--- src/rtl/fifo_pkg.sv ---
// Shared definitions for the async-FIFO read side: default widths,
// skid-buffer depth derivation and the data word type.
package fifo_pkg;

  localparam int FIFO_DW = 16;
  localparam int FIFO_AW = 4;

  typedef logic [FIFO_DW-1:0] word_t;

  // One slot per in-flight read plus one for the word being presented.
  function automatic int depth_of(input int rd_lat);
    return rd_lat + 1;
  endfunction

  // Pointer width. It never drops below 1 bit, even for a single-entry buffer.
  function automatic int ptr_w(input int depth);
    return (depth > 1) ? $clog2(depth) : 1;
  endfunction

endpackage

--- src/rtl/fifo_skid_buf.sv ---
// DEPTH-entry circular buffer with push/pop and an occupancy count.
// Pointers wrap by compare-and-clear, so DEPTH need not be a power of two.
// Callers must not push when full and must not pop when empty.
module fifo_skid_buf
  import fifo_pkg::*;
#(
  parameter int DW    = FIFO_DW,
  parameter int DEPTH = 2
) (
  input  logic                       clk,
  input  logic                       rst,
  input  logic                       i_push,
  input  logic [DW-1:0]              i_data,
  input  logic                       i_pop,
  output logic [DW-1:0]              o_data,
  output logic [$clog2(DEPTH+1)-1:0] o_occ
);

  localparam int PW = ptr_w(DEPTH);
  localparam int OW = $clog2(DEPTH+1);

  // Storage is sized to the pointer range so indexing is width-exact.
  // Entries at or above DEPTH are never addressed.
  logic [DW-1:0] r_mem [2**PW];
  logic [PW-1:0] r_wr_ptr, r_rd_ptr;
  logic [OW-1:0] r_occ;

  function automatic logic [PW-1:0] f_inc(input logic [PW-1:0] p);
    return (p == PW'(DEPTH-1)) ? '0 : p + PW'(1);
  endfunction

  // Data storage: written on push only, so it needs no reset.
  always_ff @(posedge clk) begin
    if (i_push) r_mem[r_wr_ptr] <= i_data;
  end

  // Pointers and occupancy. A push and a pop in the same cycle leave occ unchanged.
  always_ff @(posedge clk) begin
    if (rst) begin
      r_wr_ptr <= '0;
      r_rd_ptr <= '0;
      r_occ    <= '0;
    end else begin
      if (i_push) r_wr_ptr <= f_inc(r_wr_ptr);
      if (i_pop)  r_rd_ptr <= f_inc(r_rd_ptr);
      r_occ <= r_occ + OW'(i_push) - OW'(i_pop);
    end
  end

  assign o_data = r_mem[r_rd_ptr];
  assign o_occ  = r_occ;

endmodule

--- src/rtl/fifo_stream_reader.sv ---
// Read-side consumer for the async FIFO. It pops words while there is room,
// lands them RD_LAT cycles later in a skid buffer, and presents them downstream
// as a valid/ready stream.
// When FIFO_RD_STATS_EN is defined, the saturating counters pop_cnt and stall_cnt are added.
module fifo_stream_reader #(
  parameter int DW     = fifo_pkg::FIFO_DW,
  parameter int RD_LAT = 1,
  parameter int CW     = 16
) (
  input  logic          clk,
  input  logic          rst,
  input  logic          en,
  input  logic          rempty,
  output logic          rinc,
  input  logic [DW-1:0] rdata,
  output logic          m_valid,
  input  logic          m_ready,
  output logic [DW-1:0] m_data,
  output logic          idle
`ifdef FIFO_RD_STATS_EN
  ,
  output logic [CW-1:0] pop_cnt,
  output logic [CW-1:0] stall_cnt
`endif
);

  import fifo_pkg::*;

  localparam int DEPTH = depth_of(RD_LAT);
  localparam int OW    = $clog2(DEPTH+1);
  localparam int SW    = OW + 1;

  if (RD_LAT < 0 || RD_LAT > 3) begin : g_bad_lat
    $error("RD_LAT must be in 0..3");
  end
  if (CW < 1) begin : g_bad_cw
    $error("CW must be at least 1");
  end

  logic [OW-1:0] w_occ;
  logic [SW-1:0] w_infl_cnt;
  logic          w_cap;
  logic          w_pop;
  logic          w_room;

  assign m_valid = (w_occ != '0);
  assign w_pop   = m_valid & m_ready;
  // Count the slot freed by this cycle's pop. This lets a full buffer keep streaming.
  assign w_room  = (SW'(w_infl_cnt) + SW'(w_occ) - SW'(w_pop)) < SW'(DEPTH);
  assign rinc    = en & ~rempty & ~rst & w_room;
  assign idle    = (w_infl_cnt == '0) & (w_occ == '0);

  if (RD_LAT > 0) begin : g_infl
    logic [RD_LAT-1:0] r_infl_v;

    // rinc history. The oldest bit marks the cycle in which rdata is valid.
    always_ff @(posedge clk) begin
      if (rst) begin
        r_infl_v <= '0;
      end else begin
        r_infl_v[0] <= rinc;
        for (int i = 1; i < RD_LAT; i++) r_infl_v[i] <= r_infl_v[i-1];
      end
    end

    // Number of reads issued but not yet landed.
    always_comb begin
      w_infl_cnt = '0;
      for (int i = 0; i < RD_LAT; i++) w_infl_cnt = w_infl_cnt + SW'(r_infl_v[i]);
    end

    assign w_cap = r_infl_v[RD_LAT-1];
  end else begin : g_comb
    // Combinational read: the word lands in the same cycle as the pop.
    assign w_infl_cnt = '0;
    assign w_cap      = rinc;
  end

  fifo_skid_buf #(.DW(DW), .DEPTH(DEPTH)) u_skid (
    .clk    (clk),
    .rst    (rst),
    .i_push (w_cap),
    .i_data (rdata),
    .i_pop  (w_pop),
    .o_data (m_data),
    .o_occ  (w_occ)
  );

`ifdef FIFO_RD_STATS_EN
  // Saturating pop and downstream-stall counters.
  always_ff @(posedge clk) begin
    if (rst) begin
      pop_cnt   <= '0;
      stall_cnt <= '0;
    end else begin
      if (rinc && pop_cnt != '1) pop_cnt <= pop_cnt + CW'(1);
      if (m_valid && !m_ready && stall_cnt != '1) stall_cnt <= stall_cnt + CW'(1);
    end
  end
`endif

endmodule

--- config.mk ---
export PLATFORM = sky130hd
export DESIGN_NAME = fifo_stream_reader
export DESIGN_NICKNAME = d
export VERILOG_FILES = /design/src/rtl/fifo_pkg.sv /design/src/rtl/fifo_skid_buf.sv /design/src/rtl/fifo_stream_reader.sv
export SDC_FILE = /design/constraint.sdc
export NUM_CORES = 1
export LEC_CHECK = 0
export CAP_MARGIN = 40
export CORE_UTILIZATION = 41
export CTS_CLUSTER_SIZE = 30
export DETAILED_ROUTE_END_ITERATION = 8
export HOLD_SLACK_MARGIN = 0.12
export PLACE_DENSITY_LB_ADDON = 0.12
export SYNTH_ARGS = -nofsm -noshare
export SYNTH_HDL_FRONTEND = slang
export SYNTH_HIERARCHICAL = 1
export SYNTH_SLANG_ARGS = --single-unit
--- constraint.sdc ---
create_clock -name clk -period 5.35 [get_ports clk]
set_input_delay 0.8025 -clock clk [delete_from_list [all_inputs] [get_ports clk]]
set_output_delay 0.8025 -clock clk [all_outputs]
set_load 0.1 [all_outputs]
==> metrics.cfg <==
[global_routing]
antenna_found_initial = 0
grt_pass1_wl_um = 4020
grt_pass1_vias = 952
track_usage = 0.138
overflow = 0
grt_max_degree = 17

[final_layout]
layout.area.seq_um2 = 1080
area_delta_synth_final_pct = 55.3
drive_above_1_share = 0.336
final_nets = 170
n_antenna_cell = 0
multi_input_area_um2 = 412
nFillCells = 234
final_core_util = 0.689

[detailed_routing]
vias = 862
routed_wl_um = 2330
drc = 0
wl_per_cell_um = 12.1
ant_nets = 0
drtIter0Drc = 16
first_pass_iters = 4
via_per_inst = 4.49

[clock_network]
numCtsBuffers = 5
h-tree-depth = 2
cts_setup_buffers = 0
clk_pin_slew_ns = 0.07
cts_resized = 0
hold_buffers = 0
numClockSinks = 38
cts_tree = built
cts-root-buf = clkbuf_8
cts.path.max_buffers = 2
clk_latency_ns = 0.27

[die]
die_y_um = 63.0
die_area_um2 = 3970
start_util = 0.443
ioPinCount = 40
core_area_um2 = 3440
die_x_um = 63.0
row_count = 21

[timing]
fmax_mhz = 267
final.setup.tns_ns = 0
tightest_slew_ns = 0.762
fin_ws_ns = 1.60
period_minus_slack_ns = 3.75
rsz0062_at_grt = no
fin_skew_ns = 0.00144
report.final.hold_viol_count = 0
report.final.slew_viol_count = 0
final-setup-viol-count = 0
finalCritPeriodShare = 0.701
max_slew_margin = 0.492
fin_hold_ws_ns = 0.532

[run]
drv_cap = 0

[worst_setup_path]
required_ns = 4.55
critical_path.top_delay_family = buffers and inverters
cp_num_buf_inv = 2
crit_slowest_cell = fa_1
critPathArrivalTime_ns = 2.95
max_stage_delay_ns = 0.48
crit_path_end_kind = output port
crit_type = primary input to output port
worst_setup_path_start_kind = primary input
cp_cell_sequence = clkdlybuf4s50_1 -> and2_4 -> ha_1 -> or2b_1 -> fa_1 -> nand2_1 -> nor4_2 -> buf_4
path_max_fanout = 3

[yosys]
synthesis.nets = 106
synth_area_leaders = edfxtp_1 63%, mux2_4 9.8%, dfxtp_1 7.9%
synthFlopType = edfxtp_1
yosysMostFrequentCell = edfxtp_1
ys_seq_area_frac = 0.708
synth-seq-cells = 38
synthCells = 81
synth_commonest_cells = 32 x edfxtp_1, 10 x mux2_4, 6 x dfxtp_1, 6 x mux2_2, 5 x nor2_1
yosys.area.top_type = edfxtp_1
synth.top_cell.area_share = 0.630
ys_warn_count = 6
synth_cell_types = 20
syn-cell-area_um2 = 1530
avgSynthCellArea_um2 = 18.8
async_flop_share = 0
synth_edf_count = 32

[placed_design]
dp.final_hpwl_um = 1740
numPortBuffers = 39
place.gp.congestion = 0.730
pre_cts_ws_ns = 1.59

[pwr]
power-per-cell-area_nw_per_um2 = 626
p_leak_nw = 0.890
ir_worst_vdd_uv = 382

[worst_hold_path]
worstHoldPathType = flop to flop

[status]
status = finished clean

## kinds of logic (layout without fill, tap and decap cells)
| logic type | Yosys count | after routing | synth area share |
|---|---|---|---|
| multiplexers | 16 | 16 | 0.143 |
| adder cells (fa/ha/maj) | 4 | 4 | 0.0377 |
| AND/OR/NAND/NOR | 14 | 14 | 0.0516 |
| XOR/XNOR | 4 | 4 | 0.0320 |
| buffers and inverters | 5 | 70 | 0.0279 |
| flip-flops | 38 | 38 | 0.708 |
## cell type report
class                           count  share of cell area
Sequential cell                    38               0.456
Timing Repair Buffer               59               0.296
Multi-Input combinational cell     38               0.174
Clock buffer                        5              0.0290
Tap cell                           46              0.0243
Clock inverter                      3              0.0169
Inverter                            3             0.00475
## power by group
group	switching (mW)	internal [mW]
clock	0.0902	0.137
combinational	0.514	0.352
sequential	0.0269	0.364
total	0.631	0.853
## final timing paths
kind	cells after the start	slack, ns	endpoint	from
min	2	0.53	u_skid/r_rd_ptr$_SDFFE_PP0P_	u_skid/r_rd_ptr$_SDFFE_PP0P_
max	8	1.60	rinc	m_ready
max reg2reg	7	3.20	g_infl.r_infl_v$_SDFF_PP0_	u_skid/o_occ[1]$_SDFF_PP0_
min reg2reg	2	0.53	u_skid/r_rd_ptr$_SDFFE_PP0P_	u_skid/r_rd_ptr$_SDFFE_PP0P_
## worst reg2reg max path, cell delays in order (launching register included)
cell and delay [ns]:
dfxtp_1 0.36, or2_4 0.25, and2_4 0.17, ha_1 0.27, or2b_1 0.24, fa_1 0.48, nand2_1 0.07, nor4_1 0.22
## sequential cells by signal (all words and copies together) (netlist names), named ones only
| signal | cells |
|---|---|
| u_skid/r_wr_ptr | 1 |
| g_infl.r_infl_v | 1 |
| u_skid/r_mem | 32 |
| u_skid/o_occ | 2 |
| u_skid/r_rd_ptr | 1 |
## layer usage
metal / share of wire / global-route usage / vias up
met2: 0.57 / 0.253 / 24
li1: - / - / 425
met3: 0.040 / 0.0347 / 5
met1: 0.38 / 0.142 / 408
met5: 0 / 0 / -
met4: 0.013 / 0.0698 / 0
## metrics by stage
stage | power (mW) | instances | instance area, um^2
3_3_place_gp | 1.08 | 164 | 1950
4_1_cts | 1.50 | 192 | 2370
2_1_floorplan | 0.968 | 81 | 1530
3_5_place_dp | 1.27 | 184 | 2260
6_report | 1.48 | 192 | 2370
5_1_grt | 1.55 | 192 | 2370
## layout by cell type (no fill, tap or decap), drive strengths merged
| cell type | n |
|---|---|
| clkdlybuf4s50 | 38 |
| edfxtp | 32 |
| buf | 21 |
| mux2 | 16 |
| dfxtp | 6 |
| nor2 | 5 |
| clkbuf | 5 |
| inv | 3 |
| ha | 3 |
| clkinv | 2 |
| xnor2 | 2 |
| nor4 | 2 |
| and2 | 2 |
| nor2b | 2 |
| or2 | 1 |
| or2b | 1 |
| nand2 | 1 |
| xor2 | 1 |
| fa | 1 |
| bufinv | 1 |
| xnor3 | 1 |
No activity file was read; power rests on OpenSTA's default activity.
